--- src/rtl/stopwatch_cu.sv ---
// -----------------------------------------------------------------------------
// stopwatch_cu
// Control unit for the stopwatch datapath. Run/stop and clear requests come
// from two sources: the debounced buttons and command bytes from the UART
// receiver. This block merges them and steps a STOP/RUN/CLEAR state machine
// that drives the datapath's runstop and clear inputs.
//
// Ports
//   clk            in   1  system clock
//   rst            in   1  synchronous, active-high reset
//   i_btn_runstop  in   1  one-cycle pulse: toggle run/stop
//   i_btn_clear    in   1  one-cycle pulse: clear the counters
//   i_rx_data      in   8  received UART byte, valid while i_rx_done=1
//   i_rx_done      in   1  one-cycle strobe: i_rx_data holds a new byte
//   o_runstop      out  1  1 = datapath counting enabled
//   o_clear        out  1  1 = datapath counters forced to zero
//   o_state        out  2  current state (00 STOP, 01 RUN, 10 CLEAR)
//   o_cmd_ack      out  1  one-cycle pulse: UART byte was a known command
//   o_cmd_err      out  1  one-cycle pulse: UART byte was not a command
//
// Parameters
//   CLEAR_CYCLES   number of cycles o_clear stays high per clear (>= 1)
// -----------------------------------------------------------------------------
module stopwatch_cu #(
    parameter int CLEAR_CYCLES = 2
) (
    input  logic       clk,
    input  logic       rst,
    input  logic       i_btn_runstop,
    input  logic       i_btn_clear,
    input  logic [7:0] i_rx_data,
    input  logic       i_rx_done,
    output logic       o_runstop,
    output logic       o_clear,
    output logic [1:0] o_state,
    output logic       o_cmd_ack,
    output logic       o_cmd_err
);

    localparam int CNT_W = $clog2(CLEAR_CYCLES + 1);
    localparam logic [CNT_W-1:0] CNT_LAST = CNT_W'(CLEAR_CYCLES - 1);

    typedef enum logic [1:0] {
        ST_STOP  = 2'b00,
        ST_RUN   = 2'b01,
        ST_CLEAR = 2'b10
    } state_t;

    state_t           state;
    state_t           next_state;
    logic [CNT_W-1:0] clr_count;
    logic [CNT_W-1:0] next_count;

    logic rx_runstop;
    logic rx_clear;
    logic rx_known;
    logic ev_rs;
    logic ev_clr;

    // Decode the UART byte into events and merge with the buttons. An OR
    // merge means a button and a UART command asking for the same action in
    // one cycle collapse into a single event rather than toggling twice.
    always_comb begin
        rx_runstop = i_rx_done && (i_rx_data == 8'h52 || i_rx_data == 8'h72);
        rx_clear   = i_rx_done && (i_rx_data == 8'h43 || i_rx_data == 8'h63);
        rx_known   = rx_runstop || rx_clear;
        ev_rs      = i_btn_runstop || rx_runstop;
        ev_clr     = i_btn_clear || rx_clear;
    end

    // Next-state logic. Clearing is only allowed from STOP and beats a
    // simultaneous run request. While clearing, every event is discarded so
    // a press during the clear pulse has no delayed effect. The unused
    // encoding 11 falls back to STOP.
    always_comb begin
        next_state = state;
        next_count = '0;
        case (state)
            ST_STOP: begin
                if (ev_clr) begin
                    next_state = ST_CLEAR;
                end else if (ev_rs) begin
                    next_state = ST_RUN;
                end
            end
            ST_RUN: begin
                if (ev_rs) begin
                    next_state = ST_STOP;
                end
            end
            ST_CLEAR: begin
                if (clr_count == CNT_LAST) begin
                    next_state = ST_STOP;
                end else begin
                    next_count = clr_count + CNT_W'(1);
                end
            end
            default: begin
                next_state = ST_STOP;
            end
        endcase
    end

    // State, clear counter and all outputs are registered together. The
    // outputs are decoded from next_state so they line up with the state
    // register and never glitch; reset overrides every pending event.
    always_ff @(posedge clk) begin
        if (rst) begin
            state     <= ST_STOP;
            clr_count <= '0;
            o_runstop <= 1'b0;
            o_clear   <= 1'b0;
            o_state   <= 2'b00;
            o_cmd_ack <= 1'b0;
            o_cmd_err <= 1'b0;
        end else begin
            state     <= next_state;
            clr_count <= next_count;
            o_runstop <= (next_state == ST_RUN);
            o_clear   <= (next_state == ST_CLEAR);
            o_state   <= next_state;
            o_cmd_ack <= i_rx_done && rx_known;
            o_cmd_err <= i_rx_done && !rx_known;
        end
    end

endmodule

--- config.mk ---
export PLATFORM = sky130hd
export DESIGN_NAME = stopwatch_cu
export DESIGN_NICKNAME = d
export VERILOG_FILES = /design/src/rtl/stopwatch_cu.sv
export SDC_FILE = /design/constraint.sdc
export NUM_CORES = 1
export LEC_CHECK = 0
export BUFFER_PORTS_ARGS = -buffer_cell sky130_fd_sc_hd__buf_2
export CORE_AREA = 10 10 47 49
export CTS_BUF_LIST = sky130_fd_sc_hd__clkbuf_4
export DETAILED_ROUTE_END_ITERATION = 8
export DIE_AREA = 0 0 57 59
export MAX_ROUTING_LAYER = met4
export PLACE_DENSITY = 0.5
export SKIP_CTS_REPAIR_TIMING = 1
export SYNTH_ARGS = -nofsm -noshare
export SYNTH_HDL_FRONTEND = slang
export SYNTH_SLANG_ARGS = --single-unit
--- constraint.sdc ---
create_clock -name clk -period 1.1 [get_ports clk]
set_input_delay 0.22 -clock clk [delete_from_list [all_inputs] [get_ports clk]]
set_output_delay 0.22 -clock clk [all_outputs]
set_load 0.005 [all_outputs]
* Word-level counts from Yosys, hierarchy flattened
Index checks and enable logic that the tools add are counted.
Cells by class: add/sub/neg operators 1, equality and inequality tests 9, mux-type cells 5, bitwise logic cells 1, reduce and logical (&&, ||, !) cells 12
Operator list (count):
- $eq A8 B7 Y1 const B | 4
- $mux W2 | 4
- $eq A2 B1 Y1 const B | 3
- $pmux W2 S3 | 1
- $logic_or A1 B1 Y1 | 5
- $eq A2 B2 Y1 const B | 2
- $logic_and A1 B1 Y1 | 4
- $reduce_or A3 Y1 | 1
- $add A2 B1 Y2 const B | 1
- $logic_not A2 Y1 | 1
- $logic_not A1 Y1 | 1
- $not A1 Y1 | 1
Word-level totals: register bits after elaboration 8, input port bits 13, output and inout bits 6

* Longest topological paths before layout
depth in word-level cells 8, depth in mapped cells 4, gate-level depth less buffers 4

* Worst setup path after synthesis
OpenSTA, ideal clock, no wires.
path type register to register, start register clr_count[1], end register clr_count[0], arrival time 1.081 ns, data required time 1.035 ns, path slack -0.046 ns, cell stages (with the launch flop) 5, path buffers 0, period minus slack after synthesis 1.146 ns, path through dfxtp_1 > inv_1 > ha_1 > or4b_1 > nor2_1
On the way: longest elaborated chain between the ends 2
Ends and longest elaborated chain:
- start, declared | line 51 | logic [CNT_W-1:0] clr_count;
- start signal, assigned | line 118 | clr_count <= next_count;
- $eq A2 B1 Y1 | line 92 | if (clr_count == CNT_LAST) begin
- $reduce_or A3 Y1 (no line)
Every way passes these cells. A chain may end at the register's enable or synchronous reset.

* Final worst setup path
start register clr_count[1], end register clr_count[1]
On the way: longest elaborated chain between the ends 2
Ends and longest elaborated chain (line):
- $eq A2 B1 Y1 | 92
- $reduce_or A3 Y1 (no line)
Several ways; a longest one is shown, not always the timed one.

==> results.yml <==
die:
  die_h_um: 59
  core_sq_mm: 0.00140
  die_area_sq_mm: 0.00336
  num_rows: 14
  io_pins: 19
  die_x_um: 57
  initial_utilization: 0.241
timing:
  setup_slack_ns: -0.0357
  period_needed_ns: 1.14
  hold_violations: 0
  slew_headroom: 0.798
  max_slew.worst_pin.slew_ns: 0.300
  finClkSkew_ns: 0.00544
  rsz0062_at_grt: "yes"
  fmax_ghz: 0.880
  min_period_over_period: 1.03
  fin_tns_setup_ns: -0.0700
  drv_slew: 0
  setup_viol: 2
setup_path:
  r2r_start: "clr_count[1]"
  worstSetupPathType: "flip-flop to flip-flop"
  critPathMaxStageDelay_ns: 0.49
  endpoint_kind: "flip-flop"
  cp.required_ns: 1.29
  path_max_fanout: 2
  crit_chain: "inv_1 -> ha_2 -> or4b_4 -> nor2_1"
  r2r-end: "clr_count[1]"
  critPathTopFamily: "simple AND/OR/NAND/NOR gates"
  cp.arrival_ns: 1.32
  path_buf_inv: 1
  rr_worst_depth: 4
  crit_slowest_cell: "or4b_4"
  reg2reg_slack_ns: -0.04
  cp-start-kind: "flip-flop"
place:
  gpl.final_weighted_congestion: 0.665
  dp_slack_ns: -0.147
  dp_hpwl_um: 695
  numPortBuffers: 17
  dpl_cell_area_sq_um: 479
grt:
  grt_max_degree: 7
  antenna_found_initial: 0
  grt_pass1_wl_mm: 1.31
  global_route.usage.total: 0.0537
  grt_pass1_vias: 331
  grt.overflow.total: 0
route:
  ant_nets: 0
  drt_first_pass_iters: 3
  wl_per_cell_um: 11.0
  vias: 335
  drt-initial-drc-count: 4
  finalWirelength_um: 790
  viasPerCell: 4.65
  drc_errors: 0
pwr:
  p_per_area_mw_per_mm2: 1230
  leakagePower_uw: 0.000237
  vdd_drop_max_v: 0.000458
final_layout:
  final_cell_mix: "buf_2 (17), dfxtp_1 (7), buf_4 (4)"
  layout_commonest_cell: "buf_2"
  area_delta_synth_final_pct: 50.7
  antennaDiodeCount: 0
  register_area_sq_um: 161
  fillers: 154
  multi_input_area_sq_um: 186
  fin_area_sq_um: 509
  nets: 72
  drive_gt1_frac: 0.554
min_path:
  hp-class: "input pin to flip-flop"
  holdPathStages: 2
  whs_endpoint: "o_cmd_ack"
  worstHoldStart: "rst"
status:
  status: "finished with violations"
  violations: "negative setup slack"
job:
  max_cap_viol_count: 0
clock_network:
  clk_latency_ns: 0.25
  cts_max_path_buffers: 2
  clk_pin_slew_ns: 0.05
  clockRootBuffer: "clkbuf_4"
  cts_made_buffers: 3
  cts.htree.levels: 1
  cts_tree: "done"
  cts_sinks: 8
yosys:
  yosys_warnings: 0
  syn-instance-count: 32
  seq_area_frac_synth: 0.474
  syn-num-nets: 46
  synth_cell_type_count: 20
  synth_area_sq_um: 338
  synth-seq-cells: 8
  avgSynthCellArea_sq_um: 10.6
-- report_power, final --
group / internal [uW] / total, uW / switching [uW]
combinational: 58.0 / 101 / 42.6
clock: 124 / 213 / 88.9
sequential: 307 / 315 / 7.66
total: 489 / 628 / 139
-- synth_stat cells --
cell type / instances / share of area
nor2_1: 4 / 0.044
nand4b_1: 1 / 0.026
a211oi_1: 1 / 0.022
o21ai_1: 1 / 0.015
nand2_1: 1 / 0.011
nor2_2: 1 / 0.019
o31a_1: 2 / 0.052
a21oi_1: 1 / 0.015
and3b_1: 1 / 0.026
ha_1: 1 / 0.037
inv_1: 1 / 0.011
dfxtp_1: 8 / 0.47
or4b_1: 1 / 0.030
nand4_1: 1 / 0.019
and4b_1: 1 / 0.030
nor4b_1: 1 / 0.026
or4b_4: 1 / 0.041
nor4_1: 1 / 0.019
xor2_1: 1 / 0.026
mux2i_1: 2 / 0.059
-- area by class of cell --
| class | count | share of cell area |
|---|---|---|
| Inverter | 1 | 0.00737 |
| Multi-Input combinational cell | 23 | 0.366 |
| Tap cell | 16 | 0.0393 |
| Timing Repair Buffer | 21 | 0.226 |
| Sequential cell | 8 | 0.317 |
| Clock buffer | 3 | 0.0442 |
-- sequential cells by signal, indices dropped and copies added (netlist names) --
signal / cells
state: 2
o_clear: 1
o_cmd_err: 1
clr_count: 2
o_runstop: 1
o_cmd_ack: 1
-- cell families (layout without fill, tap and decap cells) --
family          Yosys count  count (layout)  share of synthesized area
simple gates             14              14                      0.289
flops                     8               8                      0.474
compound gates            5               5                      0.104
mux                       2               2                     0.0593
fa+ha+maj                 1               1                     0.0370
xor+xnor                  1               1                     0.0259
buf+inv                   1              25                     0.0111
-- worst max-delay path by stage --
stage,from,endpoint,slack [ns],cells after the start
after floorplan,clr_count[1],clr_count[0],-0.009,4
after global placement,i_rx_data[3],state[0],-0.13,4
after detailed placement,i_rx_data[3],state[0],-0.15,4
after CTS,clr_count[1],clr_count[0],-0.07,4
after global routing,clr_count[1],clr_count[0],-0.09,4
final,clr_count[1],clr_count[1],-0.04,4
-- through the flow --
stage | std cells | total power (uW) | util | hold WS, ns
2_1_floorplan | 32 | 360 | - | 0.292
3_3_place_gp | 69 | 419 | 0.342 | 0.407
3_5_place_dp | 69 | 419 | 0.342 | 0.406
4_1_cts | 72 | 641 | 0.358 | 0.201
5_1_grt | 72 | 677 | 0.363 | 0.205
6_report | 72 | 628 | 0.363 | 0.213
-- per-layer routing --
metal  share of wire  up-vias  GRT usage  wire length, um
met3           0.032        2     0.0193               25
met4           0.034        0     0.0604               27
met5               0        -          -                0
met1            0.41      151     0.0451              327
met2            0.52       11     0.0868              410
li1                -      171          -                -
No activity file was read; power rests on OpenSTA's default activity.
